==> src/rtl/hdmi_in.sv <==
// -----------------------------------------------------------------------------
// hdmi_in
//
// Pattern video source for the pixel-clock domain. Generates a complete raster
// (active, front porch, sync, back porch) with active-low syncs and fills the
// active area with one of four test patterns. The stream has the same shape as
// the one the PPM logging sink consumes.
//
// Ports:
//   hdmi_clk     in   1   pixel clock (only clock)
//   rst          in   1   synchronous active-high reset
//   pattern_sel  in   2   0 colour bars, 1 gradient, 2 solid, 3 checkerboard
//   solid_rgb    in  24   {R,G,B} used by the solid pattern
//   hdmi_vs      out  1   vertical sync, active-low
//   hdmi_hs      out  1   horizontal sync, active-low
//   hdmi_de      out  1   data enable, high on active pixels
//   hdmi_data    out 32   {8'h00, R, G, B}; zero during blanking
//   sof          out  1   pulse with the first active pixel of each frame
//   frame_cnt    out  8   completed frames, wraps 255 -> 0
//
// All outputs are registered one cycle after the raster counters, so every
// output on a given cycle describes the same pixel position.
// -----------------------------------------------------------------------------
module hdmi_in #(
    parameter int horizontal_res = 640,
    parameter int vertical_res   = 480,
    parameter int h_front        = 16,
    parameter int h_sync         = 96,
    parameter int h_back         = 48,
    parameter int v_front        = 10,
    parameter int v_sync         = 2,
    parameter int v_back         = 33
) (
    input  logic        hdmi_clk,
    input  logic        rst,
    input  logic [1:0]  pattern_sel,
    input  logic [23:0] solid_rgb,
    output logic        hdmi_vs,
    output logic        hdmi_hs,
    output logic        hdmi_de,
    output logic [31:0] hdmi_data,
    output logic        sof,
    output logic [7:0]  frame_cnt
);

    localparam int H_TOTAL = horizontal_res + h_front + h_sync + h_back;
    localparam int V_TOTAL = vertical_res + v_front + v_sync + v_back;

    // Counters are a fixed 16 bits wide so the gradient can always take
    // x[7:0] / y[7:0] and the checkerboard bit 4, even on tiny rasters.
    localparam logic [15:0] H_LAST   = 16'(H_TOTAL - 1);
    localparam logic [15:0] V_LAST   = 16'(V_TOTAL - 1);
    localparam logic [15:0] H_ACT    = 16'(horizontal_res);
    localparam logic [15:0] V_ACT    = 16'(vertical_res);
    localparam logic [15:0] HS_BEG   = 16'(horizontal_res + h_front);
    localparam logic [15:0] HS_END   = 16'(horizontal_res + h_front + h_sync);
    localparam logic [15:0] VS_BEG   = 16'(vertical_res + v_front);
    localparam logic [15:0] VS_END   = 16'(vertical_res + v_front + v_sync);
    localparam logic [15:0] BAR_LAST = 16'(horizontal_res / 8 - 1);

    logic [15:0] r_h_cnt;
    logic [15:0] r_v_cnt;
    logic [15:0] r_bar_pix;
    logic [2:0]  r_bar_idx;
    logic [1:0]  r_pat_sel;
    logic [23:0] r_solid;
    logic [7:0]  r_frame_cnt;
    logic        r_vs;
    logic        r_hs;
    logic        r_de;
    logic        r_sof;
    logic [31:0] r_data;

    logic        w_h_wrap;
    logic        w_v_wrap;
    logic        w_eof;
    logic        w_active;
    logic        w_hs_n;
    logic        w_vs_n;
    logic        w_sof;
    logic [23:0] w_bar_rgb;
    logic [31:0] w_pix;

    assign w_h_wrap = (r_h_cnt == H_LAST);
    assign w_v_wrap = (r_v_cnt == V_LAST);
    assign w_eof    = w_h_wrap && w_v_wrap;
    assign w_active = (r_h_cnt < H_ACT) && (r_v_cnt < V_ACT);
    assign w_hs_n   = !((r_h_cnt >= HS_BEG) && (r_h_cnt < HS_END));
    // v_cnt only changes at h_cnt wrap, so vsync naturally spans whole lines.
    assign w_vs_n   = !((r_v_cnt >= VS_BEG) && (r_v_cnt < VS_END));
    assign w_sof    = (r_h_cnt == 16'd0) && (r_v_cnt == 16'd0);

    always_comb begin
        w_bar_rgb = 24'h000000;
        case (r_bar_idx)
            3'd0:    w_bar_rgb = 24'hFFFFFF;
            3'd1:    w_bar_rgb = 24'hFFFF00;
            3'd2:    w_bar_rgb = 24'h00FFFF;
            3'd3:    w_bar_rgb = 24'h00FF00;
            3'd4:    w_bar_rgb = 24'hFF00FF;
            3'd5:    w_bar_rgb = 24'hFF0000;
            3'd6:    w_bar_rgb = 24'h0000FF;
            default: w_bar_rgb = 24'h000000;
        endcase
    end

    always_comb begin
        w_pix = 32'h0;
        case (r_pat_sel)
            2'd0:    w_pix = {8'h00, w_bar_rgb};
            2'd1:    w_pix = {8'h00, r_h_cnt[7:0], r_v_cnt[7:0], r_frame_cnt};
            2'd2:    w_pix = {8'h00, r_solid};
            default: w_pix = (r_h_cnt[4] ^ r_v_cnt[4]) ? 32'h00000000 : 32'h00FFFFFF;
        endcase
    end

    always_ff @(posedge hdmi_clk) begin
        if (rst) begin
            r_h_cnt     <= 16'd0;
            r_v_cnt     <= 16'd0;
            r_bar_pix   <= 16'd0;
            r_bar_idx   <= 3'd0;
            r_pat_sel   <= pattern_sel;
            r_solid     <= solid_rgb;
            r_frame_cnt <= 8'd0;
            r_vs        <= 1'b1;
            r_hs        <= 1'b1;
            r_de        <= 1'b0;
            r_sof       <= 1'b0;
            r_data      <= 32'h0;
        end else begin
            r_h_cnt <= w_h_wrap ? 16'd0 : r_h_cnt + 16'd1;
            if (w_h_wrap) begin
                r_v_cnt <= w_v_wrap ? 16'd0 : r_v_cnt + 16'd1;
            end

            // Bar index tracks h_cnt with a width counter instead of a divide.
            // It keeps running through blanking and is realigned at line end.
            if (w_h_wrap) begin
                r_bar_pix <= 16'd0;
                r_bar_idx <= 3'd0;
            end else if (r_bar_pix == BAR_LAST) begin
                r_bar_pix <= 16'd0;
                r_bar_idx <= r_bar_idx + 3'd1;
            end else begin
                r_bar_pix <= r_bar_pix + 16'd1;
            end

            // Pattern selection is only sampled between frames so a change
            // never tears the picture.
            if (w_eof) begin
                r_frame_cnt <= r_frame_cnt + 8'd1;
                r_pat_sel   <= pattern_sel;
                r_solid     <= solid_rgb;
            end

            r_vs   <= w_vs_n;
            r_hs   <= w_hs_n;
            r_de   <= w_active;
            r_sof  <= w_sof;
            r_data <= w_active ? w_pix : 32'h0;
        end
    end

    assign hdmi_vs   = r_vs;
    assign hdmi_hs   = r_hs;
    assign hdmi_de   = r_de;
    assign hdmi_data = r_data;
    assign sof       = r_sof;
    assign frame_cnt = r_frame_cnt;

endmodule

==> config.mk <==
export PLATFORM = sky130hd
export DESIGN_NAME = hdmi_in
export DESIGN_NICKNAME = d
export VERILOG_FILES = /design/src/rtl/hdmi_in.sv
export SDC_FILE = /design/constraint.sdc
export NUM_CORES = 1
export LEC_CHECK = 0
export ABC_AREA = 1
export CAP_MARGIN = 20
export CORE_MARGIN = 1
export CORE_UTILIZATION = 60
export DETAILED_ROUTE_END_ITERATION = 8
export GPL_ROUTABILITY_DRIVEN = 1
export GPL_TIMING_DRIVEN = 0
export PLACE_DENSITY = 0.91
export SYNTH_ARGS = -nofsm -noshare
export SYNTH_HDL_FRONTEND = slang
export SYNTH_SLANG_ARGS = --single-unit
==> constraint.sdc <==
create_clock -name hdmi_clk -period 3.8 [get_ports hdmi_clk]
set_input_delay 1.14 -clock hdmi_clk [delete_from_list [all_inputs] [get_ports hdmi_clk]]
set_output_delay 1.14 -clock hdmi_clk [all_outputs]
set_load 0.005 [all_outputs]
# == Word level (Yosys, flattened, before mapping) ==
# Index checks and enable logic that the tools add are counted.
# word_totals
register_bits,121
elab_cells,59
inputBits,28
# classes
eq_ne,11
muxes,8
n_lt_le_gt_ge,6
n_reduce_logical,15
bitwise_logic,2
addsub,5
# op_table
op,n
$pmux 24 s7,1
$mux 24,3
$pmux 24 s3,1
$add 16x1->16 const B,3
$eq 16x10->1 const B,2
$logic_not 16->1,2
$lt 16x10->1 const B,2
$lt 16x9->1 const B,2
$eq 16x7->1 const B,1
$ge 16x10->1 const B,1
$ge 16x9->1 const B,1
$mux 16,1
$eq 3x3->1 const B,3
$add 8x1->8 const B,1
$eq 3x2->1 const B,2
$logic_and 1x1->1,5
$mux 2,2
$reduce_or 2->1,2
$add 3x1->3 const B,1
$eq 3x1->1 const B,1
$logic_not 3->1,1
$reduce_or 3->1,1
$eq 2x1->1 const B,1
$eq 2x2->1 const B,1
5 further kinds,6

# == Logic depth before layout (Yosys ltp) ==
# depth
word_depth,4
depth_mapped,11
ltp_nobuf,11

# == Least setup slack after synthesis ==
# Ideal clock, no wire load.
# synth_timing
path_kind,in2reg
startpoint,input port rst
endpoint,"register r_pat_sel[0], enable pin"
path_stages,2
setup_time_ps,448
t_arrival_ps,1790
required_ps,3352
slack_ps,1563
path_cell_list,inv_1 -> nand2_1
# synth_between
elab_chain_cells,1
# synth_lines
element,line,source
from (decl),35,"input logic rst,"
$reduce_bool 2->1 (no line),n/a,
to (signal assigned),123,r_pat_sel <= pattern_sel;
to (signal assigned),153,r_pat_sel <= pattern_sel;
to (decl),65,logic [1:0] r_pat_sel;
# Every way passes these cells.
# A chain may end at the register's enable or synchronous reset.

# == Worst setup path after layout ==
# layout_timing
startpoint,register r_frame_cnt[2] (netlist: frame_cnt[2])
endpoint,output port frame_cnt[2]
# layout_rtl
element,line,source
from (decl),67,logic [7:0] r_frame_cnt;
from (signal assigned),152,r_frame_cnt <= r_frame_cnt + 8'd1;
to (decl),43,output logic [7:0] frame_cnt
# No word-level cell between the ends.

==> flow_summary.ini <==
[status]
status = finished, final reports clean

[sta]
actual_transition_at_the_worst_max_transition_pin_ns = 0.562
final-max-slew-violation-count = 0
rsz0062_at_grt = false
finalWorstPathRequiredPeriod_ns = 2.75
finalHoldViolCount = 0
max_slew_headroom_at_the_worst_pin = 0.626
clock.fmax_ghz = 0.363
timing.final.crit_share = 0.725
setup_violations = 0
setup_ws_ns = 1.05
worst_clock_skew_ns = 0.0103
accumulated_negative_setup_slack_ns = 0

[layout]
layout.cells.most_common = sky130_fd_sc_hd__nand2_1
num-nets-final = 860
post_route_cells_drive_above_1_share = 0.109
mostFrequentLayoutCells = sky130_fd_sc_hd__nand2_1, sky130_fd_sc_hd__inv_1, sky130_fd_sc_hd__nor2_1, sky130_fd_sc_hd__dfxtp_1, sky130_fd_sc_hd__clkdlybuf4s50_1
fillCellCount = 536
antenna_cells_inserted = 0
area_delta_synth_final_pct = 24.7

[die]
core-area_um2 = 8850
fp-row-count = 34
initial_utilization = 0.631
floorplan.io_pins = 72
die_width_um = 98.5
die_height_um = 98.5
die-area_um2 = 9700

[setup_path]
worst-path-max-fanout = 6
timing.critical_path.slowest_cell_delay_ns = 0.57
cp_slowest_cell = sky130_fd_sc_hd__clkdlybuf4s50_1
timing.critical_path.buf_inv = 1
startpoint_types = flop
setup.worst_path.class = reg2out
critical_path_endpoint = frame_cnt[2]
worst_r2r_endpoint = r_solid[18]$_DFFE_PP_
critical_path.top_delay_family = buffers and inverters
length_in_cells_of_the_worst_reg_to_reg_path = 8
endpoint_kind_of_the_worst_setup_timing_path = output port
r2r_slack_ns = 1.46
worstPathCellList = clkdlybuf4s50_1
worst-endpoint-required_ns = 2.66
worst-endpoint-arrival_ns = 1.61
cp-startpoint = frame_cnt[2]$_SDFFE_PP0P_
worstSetupPathDepth = 1
worstReg2RegStart = r_h_cnt[0]$_SDFF_PP0_

[placement]
port_buffers = 63
place_worst_setup_slack_ns = 0.710
gp_congestion = 0.933
dp_hpwl_mm = 10.0

[clock_network]
cts.clk_slew.worst_paths_ns = 0.06
cts-root-to-sink-buffers = 2
tritoncts_num_sinks = 113
later_pin_clock_latency_in_the_skew_report_ns = 0.52
cts_hold_repair.buffers = 0
clockRootBuffer = sky130_fd_sc_hd__clkbuf_8
post_cts.repair.setup_buffers = 0
cts_tree = done
cts_resized = 0
htreeDepth = 4
cts-buffers-inserted = 17

[yosys]
post-synth-top-area-cell = sky130_fd_sc_hd__dfxtp_1
post_synth_inst_count = 731
postSynthAreaPerCell_um2 = 7.64
synth-seq-area-share = 0.452
synth.yosys.warnings = 0
synth_top_cells_by_area = sky130_fd_sc_hd__dfxtp_1, sky130_fd_sc_hd__edfxtp_1, sky130_fd_sc_hd__nand2_1
postSynthRegisterBits = 113
synth_top_area_share = 0.312
synth_area_um2 = 5590
post_synth_num_cell_types = 40

[grt]
vias_in_the_first_global_route = 5275
busiest_layer = met2
grt_use_total = 0.325
grt-ovfl-total = 0
use_met3 = 0.0695
antenna_found_initial = 0
gr-usage-met1 = 0.398
globalRouteMet2Util = 0.546
first_pass_grt_wire_length_mm = 24.9
grt_max_degree = 29

[power_and_ir_drop]
max-vdd-ir-drop_uv = 327
power_leakage_nw = 2.82
power.density_cell_area_nw_per_um2 = 431

[hold_path]
min-delay-path-class = reg2reg

[drt]
num_vias = 5564
detail_route.first_pass.iterations = 8
ant_nets = 0
vias_cell = 5.91
drc_viols = 0
route.detailed.wl_per_inst_um = 17.0
detail_route.iter0.violations = 580
final_routed_wirelength_across_all_metal_layers_mm = 16.0

[flow_run]
count_of_max_cap_constraint_violations = 0
[cell families after synthesis]
group                      after synthesis  share of synthesized area
AOI/OAI and AO/OA                       97                      0.102
and+or+nand+nor                        346                      0.282
other                                    1                   0.000671
DFF                                    113                      0.452
xor gates and xnor gates                15                     0.0235
adders and majority gates               11                     0.0246
buffers and inverters                  148                      0.116
[area by class of cell]
type                       instances  area (um^2)  share of cell area
sequential                       113         2520               0.362
timing repair buffer              64          658              0.0945
buffer                            26          183              0.0262
tap                              108          135              0.0194
clock inverter                    14          144              0.0207
multi-input combinational        477         2440               0.351
clock buffer                      18          418              0.0600
inverter                         122          463              0.0665
[cell usage after synthesis]
| library cell | instances |
|---|---|
| sky130_fd_sc_hd__a21boi_0 | 1 |
| sky130_fd_sc_hd__a21oi_1 | 37 |
| sky130_fd_sc_hd__a21oi_2 | 3 |
| sky130_fd_sc_hd__a311oi_1 | 1 |
| sky130_fd_sc_hd__a31oi_1 | 16 |
| sky130_fd_sc_hd__buf_2 | 5 |
| sky130_fd_sc_hd__buf_4 | 9 |
| sky130_fd_sc_hd__buf_6 | 6 |
| sky130_fd_sc_hd__clkbuf_1 | 6 |
| sky130_fd_sc_hd__conb_1 | 1 |
| sky130_fd_sc_hd__dfxtp_1 | 87 |
| sky130_fd_sc_hd__edfxtp_1 | 26 |
| sky130_fd_sc_hd__ha_1 | 11 |
| sky130_fd_sc_hd__inv_1 | 117 |
| sky130_fd_sc_hd__inv_2 | 3 |
| sky130_fd_sc_hd__inv_4 | 2 |
| sky130_fd_sc_hd__nand2_1 | 133 |
| sky130_fd_sc_hd__nand2_2 | 4 |
| sky130_fd_sc_hd__nand2_4 | 2 |
| sky130_fd_sc_hd__nand3_1 | 50 |
| sky130_fd_sc_hd__nand3_2 | 4 |
| sky130_fd_sc_hd__nand3b_1 | 1 |
| sky130_fd_sc_hd__nand4_1 | 18 |
| sky130_fd_sc_hd__nor2_1 | 98 |
| sky130_fd_sc_hd__nor2_2 | 12 |
| sky130_fd_sc_hd__nor2_4 | 7 |
| sky130_fd_sc_hd__nor3_1 | 11 |
| sky130_fd_sc_hd__nor3_2 | 1 |
| sky130_fd_sc_hd__nor3b_1 | 1 |
| sky130_fd_sc_hd__nor4_1 | 1 |
| sky130_fd_sc_hd__o2111ai_1 | 1 |
| sky130_fd_sc_hd__o211ai_1 | 1 |
| sky130_fd_sc_hd__o21ai_0 | 16 |
| sky130_fd_sc_hd__o221ai_1 | 5 |
| sky130_fd_sc_hd__o22ai_1 | 16 |
| sky130_fd_sc_hd__or2_0 | 1 |
| sky130_fd_sc_hd__or2_1 | 1 |
| sky130_fd_sc_hd__or2_2 | 1 |
| sky130_fd_sc_hd__xnor2_1 | 5 |
| sky130_fd_sc_hd__xor2_1 | 10 |
[stage by stage]
step                instance area, um^2   util  power, mW  std cells  hold slack, ns
floorplan                          5610      -       1.40        738           0.428
global placement                   6380  0.721       1.49        909           0.436
detailed placement                 6380  0.721       1.50        909           0.451
CTS                                6940  0.784       2.99        941           0.462
global route                       6970  0.787       3.08        942           0.492
finish                             6970  0.787       3.00        942           0.460
[registers in the layout, indices dropped and copies added (netlist names)]
signal     count
r_pat_sel      2
r_bar_idx      3
hdmi_hs        1
r_h_cnt       16
sof            1
frame_cnt      8
hdmi_de        1
hdmi_data     24
hdmi_vs        1
r_solid       24
r_v_cnt       16
r_bar_pix     16
[worst min path at each step]
stage,startpoint,end,slack [ns],cells past startpoint
after floorplan,r_bar_pix[0]$_SDFF_PP0_,r_bar_pix[0]$_SDFF_PP0_,0.43,1
after global placement,r_bar_pix[0]$_SDFF_PP0_,r_bar_pix[0]$_SDFF_PP0_,0.44,1
after detailed placement,r_bar_pix[0]$_SDFF_PP0_,r_bar_pix[0]$_SDFF_PP0_,0.45,1
after CTS,r_bar_pix[0]$_SDFF_PP0_,r_bar_pix[0]$_SDFF_PP0_,0.46,1
after global routing,r_bar_pix[0]$_SDFF_PP0_,r_bar_pix[0]$_SDFF_PP0_,0.49,1
final,r_bar_pix[0]$_SDFF_PP0_,r_bar_pix[0]$_SDFF_PP0_,0.46,1
[report_power, final]
part	switching [mW]	internal, mW	leakage [nW]
registers	0.0196	1.27	0.964
clock network	0.624	0.886	0.270
logic	0.101	0.101	1.58
total	0.745	2.26	2.82
[per-layer routing]
layer | wire (um) | share of wire
met5 | 0 | 0
met4 | 627 | 0.039
met3 | 1580 | 0.099
met2 | 7740 | 0.48
met1 | 6020 | 0.38
No activity file was read; power rests on OpenSTA's default activity.
